**src/rtl/lock_pkg.sv**
```systemverilog
// Shared definitions for the combination lock and its key driver: lock-state,
// command and result codes, plus the driver's FSM state encoding.
package lock_pkg;

  localparam int CODE_W = 4;
  localparam int CNT_W  = 8;

  typedef enum logic [1:0] {
    LS_IN    = 2'b00,
    LS_OPEN  = 2'b01,
    LS_NEW   = 2'b10,
    LS_ALARM = 2'b11
  } lock_state_e;

  typedef enum logic [1:0] {
    OP_OPEN   = 2'b00,
    OP_CLOSE  = 2'b01,
    OP_CHANGE = 2'b10,
    OP_RSVD   = 2'b11
  } lock_op_e;

  typedef enum logic [1:0] {
    RES_OK        = 2'b00,
    RES_TIMEOUT   = 2'b01,
    RES_BAD_STATE = 2'b10,
    RES_ALARM     = 2'b11
  } lock_result_e;

  typedef enum logic [3:0] {
    DRV_IDLE      = 4'd0,
    DRV_CHECK     = 4'd1,
    DRV_SETUP     = 4'd2,
    DRV_STROBE    = 4'd3,
    DRV_WAIT      = 4'd4,
    DRV_NEWSET    = 4'd5,
    DRV_NEWSTROBE = 4'd6,
    DRV_NEWWAIT   = 4'd7,
    DRV_REPORT    = 4'd8
  } drv_state_e;

  // Lock state a command must find before it may strobe.
  function automatic lock_state_e start_state(input lock_op_e op);
    lock_state_e s;
    if (op == OP_CLOSE) s = LS_OPEN;
    else                s = LS_IN;
    return s;
  endfunction

  // Lock state that ends the first wait after the strobe.
  function automatic lock_state_e wait_target(input lock_op_e op);
    lock_state_e t;
    case (op)
      OP_OPEN:  t = LS_OPEN;
      OP_CLOSE: t = LS_IN;
      default:  t = LS_NEW;
    endcase
    return t;
  endfunction

endpackage

```
**src/rtl/lock_drv_timer.sv**
```systemverilog
// Loadable 8-bit up-counter with an expire flag; shared by the setup-hold and
// timeout phases of the key driver.
module lock_drv_timer
  import lock_pkg::*;
(
  input  logic             clk,
  input  logic             rst,
  input  logic             load_i,
  input  logic             inc_i,
  input  logic [CNT_W-1:0] load_val_i,
  input  logic [CNT_W-1:0] limit_i,
  output logic [CNT_W-1:0] count_o,
  output logic             expire_o
);

  logic [CNT_W-1:0] count_q, count_d;

  // Saturates at all-ones so a stray increment can never wrap to zero.
  always_comb begin
    count_d = count_q;
    if (load_i) begin
      count_d = load_val_i;
    end else if (inc_i && (count_q != '1)) begin
      count_d = count_q + CNT_W'(1);
    end
  end

  always_ff @(posedge clk) begin
    if (rst) begin
      count_q <= '0;
    end else begin
      count_q <= count_d;
    end
  end

  assign count_o  = count_q;
  assign expire_o = (count_q >= limit_i);

endmodule

```
**src/rtl/lock_key_driver.sv**
```systemverilog
// Drives a combination lock: presents the code on x, strobes it, waits for the
// lock to reach the expected state and reports the outcome with a done pulse.
module lock_key_driver
  import lock_pkg::*;
#(
  parameter int SETUP_CYC   = 2,
  parameter int TIMEOUT_CYC = 16
) (
  input  logic              clk,
  input  logic              rst,
  input  logic              cmd_valid,
  input  logic [1:0]        cmd_op,
  input  logic [CODE_W-1:0] cmd_code,
  input  logic [CODE_W-1:0] cmd_new,
  output logic              cmd_ready,
  input  logic [1:0]        lock_state,
  output logic [CODE_W-1:0] x,
  output logic              enter_pulse,
  output logic              change_pulse,
  output logic              done,
  output logic [1:0]        result,
  output drv_state_e        dbg_state,
  output logic [CNT_W-1:0]  dbg_count
);

  // Handshake: a command transfers on a rising edge where cmd_valid and
  // cmd_ready are both 1; cmd_ready is high only in IDLE, and the operands are
  // captured on that edge and held unchanged until the command finishes.

  localparam logic [CNT_W-1:0] SETUP_LIMIT   = CNT_W'(SETUP_CYC);
  localparam logic [CNT_W-1:0] TIMEOUT_LIMIT = CNT_W'(TIMEOUT_CYC);

  drv_state_e        state_q, state_d;
  lock_op_e          op_q, op_d;
  logic [CODE_W-1:0] code_q, code_d;
  logic [CODE_W-1:0] new_q, new_d;
  logic [CODE_W-1:0] x_q, x_d;
  lock_result_e      result_q, result_d;

  logic             tmr_load, tmr_inc, tmr_expire;
  logic [CNT_W-1:0] tmr_limit, tmr_count;
  lock_state_e      ls;

  assign ls = lock_state_e'(lock_state);

  // Setup phases compare against the hold length, wait phases against the timeout.
  assign tmr_limit = ((state_q == DRV_SETUP) || (state_q == DRV_NEWSET))
                     ? SETUP_LIMIT : TIMEOUT_LIMIT;

  lock_drv_timer u_timer (
    .clk        (clk),
    .rst        (rst),
    .load_i     (tmr_load),
    .inc_i      (tmr_inc),
    .load_val_i (CNT_W'(1)),
    .limit_i    (tmr_limit),
    .count_o    (tmr_count),
    .expire_o   (tmr_expire)
  );

  always_ff @(posedge clk) begin
    if (rst) begin
      state_q <= DRV_IDLE;
    end else begin
      state_q <= state_d;
    end
  end

  always_ff @(posedge clk) begin
    if (rst) begin
      op_q     <= OP_OPEN;
      code_q   <= '0;
      new_q    <= '0;
      x_q      <= '0;
      result_q <= RES_OK;
    end else begin
      op_q     <= op_d;
      code_q   <= code_d;
      new_q    <= new_d;
      x_q      <= x_d;
      result_q <= result_d;
    end
  end

  always_comb begin
    state_d  = state_q;
    op_d     = op_q;
    code_d   = code_q;
    new_d    = new_q;
    x_d      = x_q;
    result_d = result_q;
    tmr_load = 1'b0;
    tmr_inc  = 1'b0;
    unique case (state_q)
      DRV_IDLE: begin
        if (cmd_valid) begin
          op_d    = lock_op_e'(cmd_op);
          code_d  = cmd_code;
          new_d   = cmd_new;
          state_d = DRV_CHECK;
        end
      end
      DRV_CHECK: begin
        if ((op_q == OP_RSVD) || (ls != start_state(op_q))) begin
          result_d = RES_BAD_STATE;
          state_d  = DRV_REPORT;
        end else begin
          x_d      = code_q;
          tmr_load = 1'b1;
          state_d  = DRV_SETUP;
        end
      end
      DRV_SETUP: begin
        if (tmr_expire) state_d = DRV_STROBE;
        else            tmr_inc = 1'b1;
      end
      DRV_STROBE: begin
        tmr_load = 1'b1;
        state_d  = DRV_WAIT;
      end
      DRV_WAIT: begin
        // Alarm outranks reaching the target in the same cycle.
        if (ls == LS_ALARM) begin
          result_d = RES_ALARM;
          state_d  = DRV_REPORT;
        end else if (ls == wait_target(op_q)) begin
          if (op_q == OP_CHANGE) begin
            x_d      = new_q;
            tmr_load = 1'b1;
            state_d  = DRV_NEWSET;
          end else begin
            result_d = RES_OK;
            state_d  = DRV_REPORT;
          end
        end else if (tmr_expire) begin
          result_d = RES_TIMEOUT;
          state_d  = DRV_REPORT;
        end else begin
          tmr_inc = 1'b1;
        end
      end
      DRV_NEWSET: begin
        if (tmr_expire) state_d = DRV_NEWSTROBE;
        else            tmr_inc = 1'b1;
      end
      DRV_NEWSTROBE: begin
        tmr_load = 1'b1;
        state_d  = DRV_NEWWAIT;
      end
      DRV_NEWWAIT: begin
        if (ls == LS_ALARM) begin
          result_d = RES_ALARM;
          state_d  = DRV_REPORT;
        end else if (ls == LS_IN) begin
          result_d = RES_OK;
          state_d  = DRV_REPORT;
        end else if (tmr_expire) begin
          result_d = RES_TIMEOUT;
          state_d  = DRV_REPORT;
        end else begin
          tmr_inc = 1'b1;
        end
      end
      DRV_REPORT: begin
        state_d = DRV_IDLE;
      end
      default: begin
        state_d = DRV_IDLE;
      end
    endcase
  end

  always_comb begin
    cmd_ready    = 1'b0;
    enter_pulse  = 1'b0;
    change_pulse = 1'b0;
    done         = 1'b0;
    unique case (state_q)
      DRV_IDLE:      cmd_ready = 1'b1;
      DRV_STROBE: begin
        if (op_q == OP_CHANGE) change_pulse = 1'b1;
        else                   enter_pulse  = 1'b1;
      end
      DRV_NEWSTROBE: enter_pulse = 1'b1;
      DRV_REPORT:    done        = 1'b1;
      default: ;
    endcase
  end

  assign x         = x_q;
  assign result    = result_q;
  assign dbg_state = state_q;
  assign dbg_count = tmr_count;

endmodule

```
**config.mk**
```make
export PLATFORM = sky130hd
export DESIGN_NAME = lock_key_driver
export DESIGN_NICKNAME = d
export VERILOG_FILES = /design/src/rtl/lock_pkg.sv /design/src/rtl/lock_drv_timer.sv /design/src/rtl/lock_key_driver.sv
export SDC_FILE = /design/constraint.sdc
export NUM_CORES = 1
export LEC_CHECK = 0
export CAP_MARGIN = 0
export CORE_MARGIN = 2
export CORE_UTILIZATION = 49
export CTS_BUF_LIST = sky130_fd_sc_hd__clkbuf_8
export CTS_CLUSTER_DIAMETER = 60
export DETAILED_ROUTE_END_ITERATION = 7
export PLACE_DENSITY = 0.78
export SYNTH_ARGS = -nofsm -noshare
export SYNTH_HDL_FRONTEND = slang
export SYNTH_HIERARCHICAL = 1
export SYNTH_SLANG_ARGS = --single-unit
```
**constraint.sdc**
```tcl
create_clock -name clk -period 3.2 [get_ports clk]
set_input_delay 0.64 -clock clk [delete_from_list [all_inputs] [get_ports clk]]
set_output_delay 0.64 -clock clk [all_outputs]
set_load 0.02 [all_outputs]
```
After elaboration in Yosys (flattened, before gate mapping)

Cells that the tools add are included.
W data, S select, Z words.

Register bits after elaboration: 28
Bits of input ports: 15
Output and inout bits: 22

$add $sub $neg: 1
Magnitude comparators: 1
Eq/ne operators: 24
Muxes and demuxes: 48
Reduce and logical (&&, ||, !) cells: 16

Operators by type and width:

| cell                  | count |
|---|---|
| $mux W4               | 14 |
| $pmux W4 S8           | 1 |
| $mux W2               | 10 |
| $eq A4 B3 Y1 const B  | 4 |
| $mux W1               | 16 |
| $ne A2 B2 Y1 const B  | 8 |
| $add A8 B1 Y8 const B | 1 |
| $eq A4 B2 Y1 const B  | 2 |
| $ge A8 B5 Y1          | 1 |
| $ne A8 B8 Y1 const B  | 1 |
| $pmux W4 S2           | 1 |
| $eq A2 B2 Y1 const B  | 3 |
| $pmux W1 S3           | 2 |
| $pmux W2 S3           | 1 |
| $reduce_and A3 Y1     | 2 |
| $reduce_or A2 Y1      | 3 |
| $mux W5               | 1 |
| $reduce_and A5 Y1     | 1 |
| $eq A4 B1 Y1 const B  | 1 |
| $eq A4 B4 Y1 const B  | 1 |
| $logic_not A2 Y1      | 2 |
| $logic_not A4 Y1      | 1 |
| $ne A4 B4 Y1 const B  | 1 |
| $pmux W2 S2           | 1 |
| 9 further kinds       | 11 |

Logic depth before layout (Yosys ltp)

Depth in word-level cells: 11
Gate-level depth with buffers: 18
Depth with buffers taken out: 15

Modules after synthesis

Netlist, hierarchy kept.

Modules (own cells, without submodules):

| module          | times used | cells an instance | area each (µm²) | seq. area each (µm²) |
|---|---|---|---|---|
| lock_key_driver | 1          | 165               | 1,368.8         | 400.4 |
| lock_drv_timer  | 1          | 85                | 655.6           | 160.2 |

Worst setup path before layout

No wires, ideal clock.

Path type: register -> register
Start point: register state_q[1], in the netlist dbg_state[1]
End point: register u_timer.count_q[3], in the netlist u_timer/count_o[3]
Library setup time: 86 ps
Data arrival time: 3,215 ps
Path slack: -100 ps
Cell stages (with the launch flop): 18
Path buffers: 3
Period minus slack after synthesis: 3,300 ps
Cells stage by stage: dfxtp_1 buf_2 clkbuf_1 nor3b_1 o21ai_1 inv_1 inv_1 ha_1 nand2_1 o21ai_0 a31oi_1 o21ai_0 clkbuf_1 a21oi_1 and4_1 o21ai_0 xor2_1 a211oi_1

Cells in the longest elaborated chain, start to end: 9
Elaborated cells on any way between the ends: 21

Ends and longest elaborated chain:

| what                                                | RTL line                                       | text |
|---|---|---|
| start: declaration                                  | lock_key_driver.sv:33                          | `drv_state_e state_q, state_d;` |
| start signal: assignment                            | lock_key_driver.sv:65                          | `state_q <= state_d;` |
| $eq A4 B2 Y1 / $eq A4 B3 Y1 (equally long branches) | lock_key_driver.sv:47                          | `assign tmr_limit = ((state_q == DRV_SETUP) \|\| (state_q == DRV_NEWSET))` |
| $logic_or A1 B1 Y1 (*)                              | lock_key_driver.sv:47                          |  |
| $mux W5 (*)                                         | lock_key_driver.sv:48                          | `? SETUP_LIMIT : TIMEOUT_LIMIT;` |
| named net tmr_limit[4]                              | lock_key_driver.sv:41                          | `logic [CNT_W-1:0] tmr_limit, tmr_count;` |
| $ge A8 B5 Y1 (*)                                    | lock_drv_timer.sv:37                           | `assign expire_o = (count_q >= limit_i);` |
| named net tmr_expire                                | lock_key_driver.sv:40                          | `logic tmr_load, tmr_inc, tmr_expire;` |
| $mux W1 (*)                                         | -                                              |  |
| $mux W1, on equally long branches                   | lock_key_driver.sv:154, lock_key_driver.sv:126 |  |
| $mux W1, on equally long branches                   | lock_key_driver.sv:151, lock_key_driver.sv:123 |  |
| $pmux W1 S3 (*)                                     | lock_key_driver.sv:94                          | `unique case (state_q)` |
| named net tmr_inc                                   | lock_key_driver.sv:40                          |  |
| $logic_and A1 B1 Y1 (*)                             | lock_drv_timer.sv:23                           | `end else if (inc_i && (count_q != '1)) begin` |
| end signal: assignment                              | lock_drv_timer.sv:32                           | `count_q <= count_d;` |
| end: declaration                                    | lock_drv_timer.sv:16                           | `logic [CNT_W-1:0] count_q, count_d;` |

Mark *: on every way through the listed nets, which the timed path passes. The rest lies on a longest branch.
A chain may end at the register's enable or synchronous reset.

Worst setup path after layout

Ends and elaborated chain as after synthesis.

==> results.ini <==
[timing]
finalCritPeriodShare_pct = 90.8
hold_slack_ns = 0.484
fin_crit_ns = 2.91
finalHoldViolCount = 0
drv_slew = 0
finClkSkew_ns = 0.00379
rsz0062_at_grt = no
finalSetupTns_ns = 0
finalSetupViolCount = 0
max_freq_ghz = 0.344

[worst_setup_path]
max_stage_delay_ns = 0.34
cp_num_cells = 14
cp.arrival_ns = 3.09
critical_path_buf_inv_count = 2
cpMostUsedCell = o21ai_0
cp_cell_sequence = nor3b_1 -> o21ai_1 -> inv_1 -> inv_1 -> ha_1 -> nand2_1 -> o21ai_0 -> a31oi_1 -> o21ai_0 -> a21oi_2 -> and4_1 -> o21ai_0 -> xor2_1 -> a211oi_1
slowest_stage = dfxtp_1
r2r_cells = 14
worstSetupPathType = reg -> reg
startpoint_type = register
crit_fanout = 5
critical_path.top_delay_family = compound AO/OA/AOI/OAI gates
critPathCaptureType = register
required_ns = 3.39

[grt]
grt_pass1_wl_mm = 7.71
grt_max_degree = 23
grt_busiest_layer = met2
grtUsageMet1_pct = 30.6
grt_pass1_vias = 1727
use_met3_pct = 2.96
overflow = 0
grtUsageMet2_pct = 32.8
antenna_found_initial = 0
grt_usage_pct = 21.1

[clocking]
ctsResizeCount = 0
numCtsBuffers = 3
root_buffer = clkbuf_8
htreeDepth = 1
clkSinkCount = 28
cts_hold_buf = 0
insertion_delay_ns = 0.27
cts_tree = built
clk_path_buf_depth = 2
post_cts_buffers = 0
cts.clk_slew.worst_paths_ns = 0.10

[routing]
wl_per_cell_um = 12.9
first_pass_iters = 4
drtAntennaViolNets = 0
vias = 1879
routed_via_density = 5.43
drt_wl_total_mm = 4.45
drc = 0
drt_iter0_markers = 154

[floorplan]
die_w_um = 68.3
num_rows = 23
initial_core_util_pct = 50.6
die-area_um2 = 4660
core_area_um2 = 4000
die_y_um = 68.3
num_io_pins = 37

[logic_synthesis]
synth_edf_count = 0
synth_seq_area_share_pct = 27.7
yosys_warnings = 6
syn_inst = 250
synth_cell_types = 58
ys_async_sr_fraction_pct = 0
synthTopCellsByCount = nor2_1, dfxtp_1, inv_1, mux2i_1
synth_area_leaders = dfxtp_1, mux2i_1, nor2_1
synth-seq-cells = 28
yosysTopAreaCell = dfxtp_1
synth.most_common_cell = nor2_1
synth_ff_type = dfxtp_1
syn_area_um2 = 2020
synth_top_area_share_pct = 27.7
syn_avg_cell_area_um2 = 8.10

[placement]
dpl.hpwl_mm = 3.35
numPortBuffers = 36
place_inst = 343
dpl_cell_area_um2 = 2500
gp_congestion = 0.844

[final_layout]
fin_cells = 346
syn_to_final_growth_pct = 25.5
n_antenna_cell = 0
final_cell_area_um2 = 2540
n_fill_cell = 358
fin_nets = 322
drive_gt1_share_pct = 9.80

[flow_run]
drv_cap = 0

[power_and_ir_drop]
p_per_area_nw_per_um2 = 318
leakage_nw = 0.999
ir_worst_vdd_uv = 271

[outcome]
status = complete, no violations

[worst_hold_path]
hold_path_class = reg -> reg
min_path_cells = 2

per-layer routing:
metal,part of all wire [%],up-vias
met5,0,-
met4,0.49,0
met3,3.5,2
met2,46,37
met1,50,858
li1,-,982
state kept, by name, summed over array words and instances, names as in the netlist:
register,count
u_timer/count_o,8
x,4
dbg_state,4
op_q,2
result,2
new_q,4
code_q,4
where the power goes:
group / internal [W] / switching [W] / leakage, nW
Clock: 0.0000845 / 0.000108 / 0.0216
Combinational: 0.000108 / 0.000113 / 0.749
Sequential: 0.000369 / 0.0000231 / 0.228
worst register-to-register path: stages, from the launching register on:
cell	delay, ns
dfxtp_1	0.34
nor3b_1	0.14
o21ai_1	0.34
inv_1	0.10
inv_1	0.07
ha_1	0.22
nand2_1	0.06
o21ai_0	0.10
a31oi_1	0.19
o21ai_0	0.19
a21oi_2	0.26
and4_1	0.32
o21ai_0	0.13
xor2_1	0.15
a211oi_1	0.22
path summary, 6_finish.rpt:
kind	startpoint	end	slack [ns]
worst min register to register	result[0]	result[0]	0.48
worst min-delay path	result[0]	result[0]	0.48
worst max register to register	dbg_state[1]	u_timer/count_o[3]	0.29
worst max-delay path	dbg_state[1]	u_timer/count_o[3]	0.29
through the flow:
step / worst slack [ns] / power, W / utilization (%)
after CTS: 0.295 / 0.000815 / 63.5
after detailed placement: 0.193 / 0.000621 / 62.5
after global placement: 0.248 / 0.000616 / 62.5
after global routing: 0.0334 / 0.000855 / 63.5
final: 0.294 / 0.000807 / 63.5
after floorplan: 0.0625 / 0.000545 / -
placed cells by master, fill, tap and decap left out, types with 3 or more instances in the layout:
cell type,Yosys,routed
clkdlybuf4s50_1,0,36
nor2_1,32,32
dfxtp_1,28,28
inv_1,15,15
mux2i_1,15,15
conb_1,2,14
nand2_1,12,12
buf_4,0,12
a21oi_1,12,11
nand2b_1,10,10
ha_1,9,9
nand3_1,7,7
nor3b_1,6,6
nand4_1,6,6
a211oi_1,6,6
nor2b_1,5,5
o21ai_0,5,5
mux2_1,4,4
o21ai_1,3,3
a21oi_2,2,3
o31ai_1,3,3
nor3_1,3,3
o211ai_1,3,3
a31oi_1,3,3
clkbuf_8,0,3
cell type report:
type	instances	area (um2)	share of cell area (%)
Multi-Input combinational cell	202	1370	53.9
Sequential cell	28	561	22.1
Clock buffer	3	41.3	1.62
Tap cell	50	62.6	2.46
Timing Repair Buffer	48	450	17.7
Inverter	15	56.3	2.22
logic make-up after synthesis:
group	after synthesis	share of synthesized area, %
mux	19	9.64
compound gates	57	20.0
fa+ha+maj	9	5.56
xor+xnor	4	1.73
buf+inv	32	7.05
simple gates	99	27.9
flops	28	27.7
other cells	2	0.371
Power figures use the tool's default switching activity.
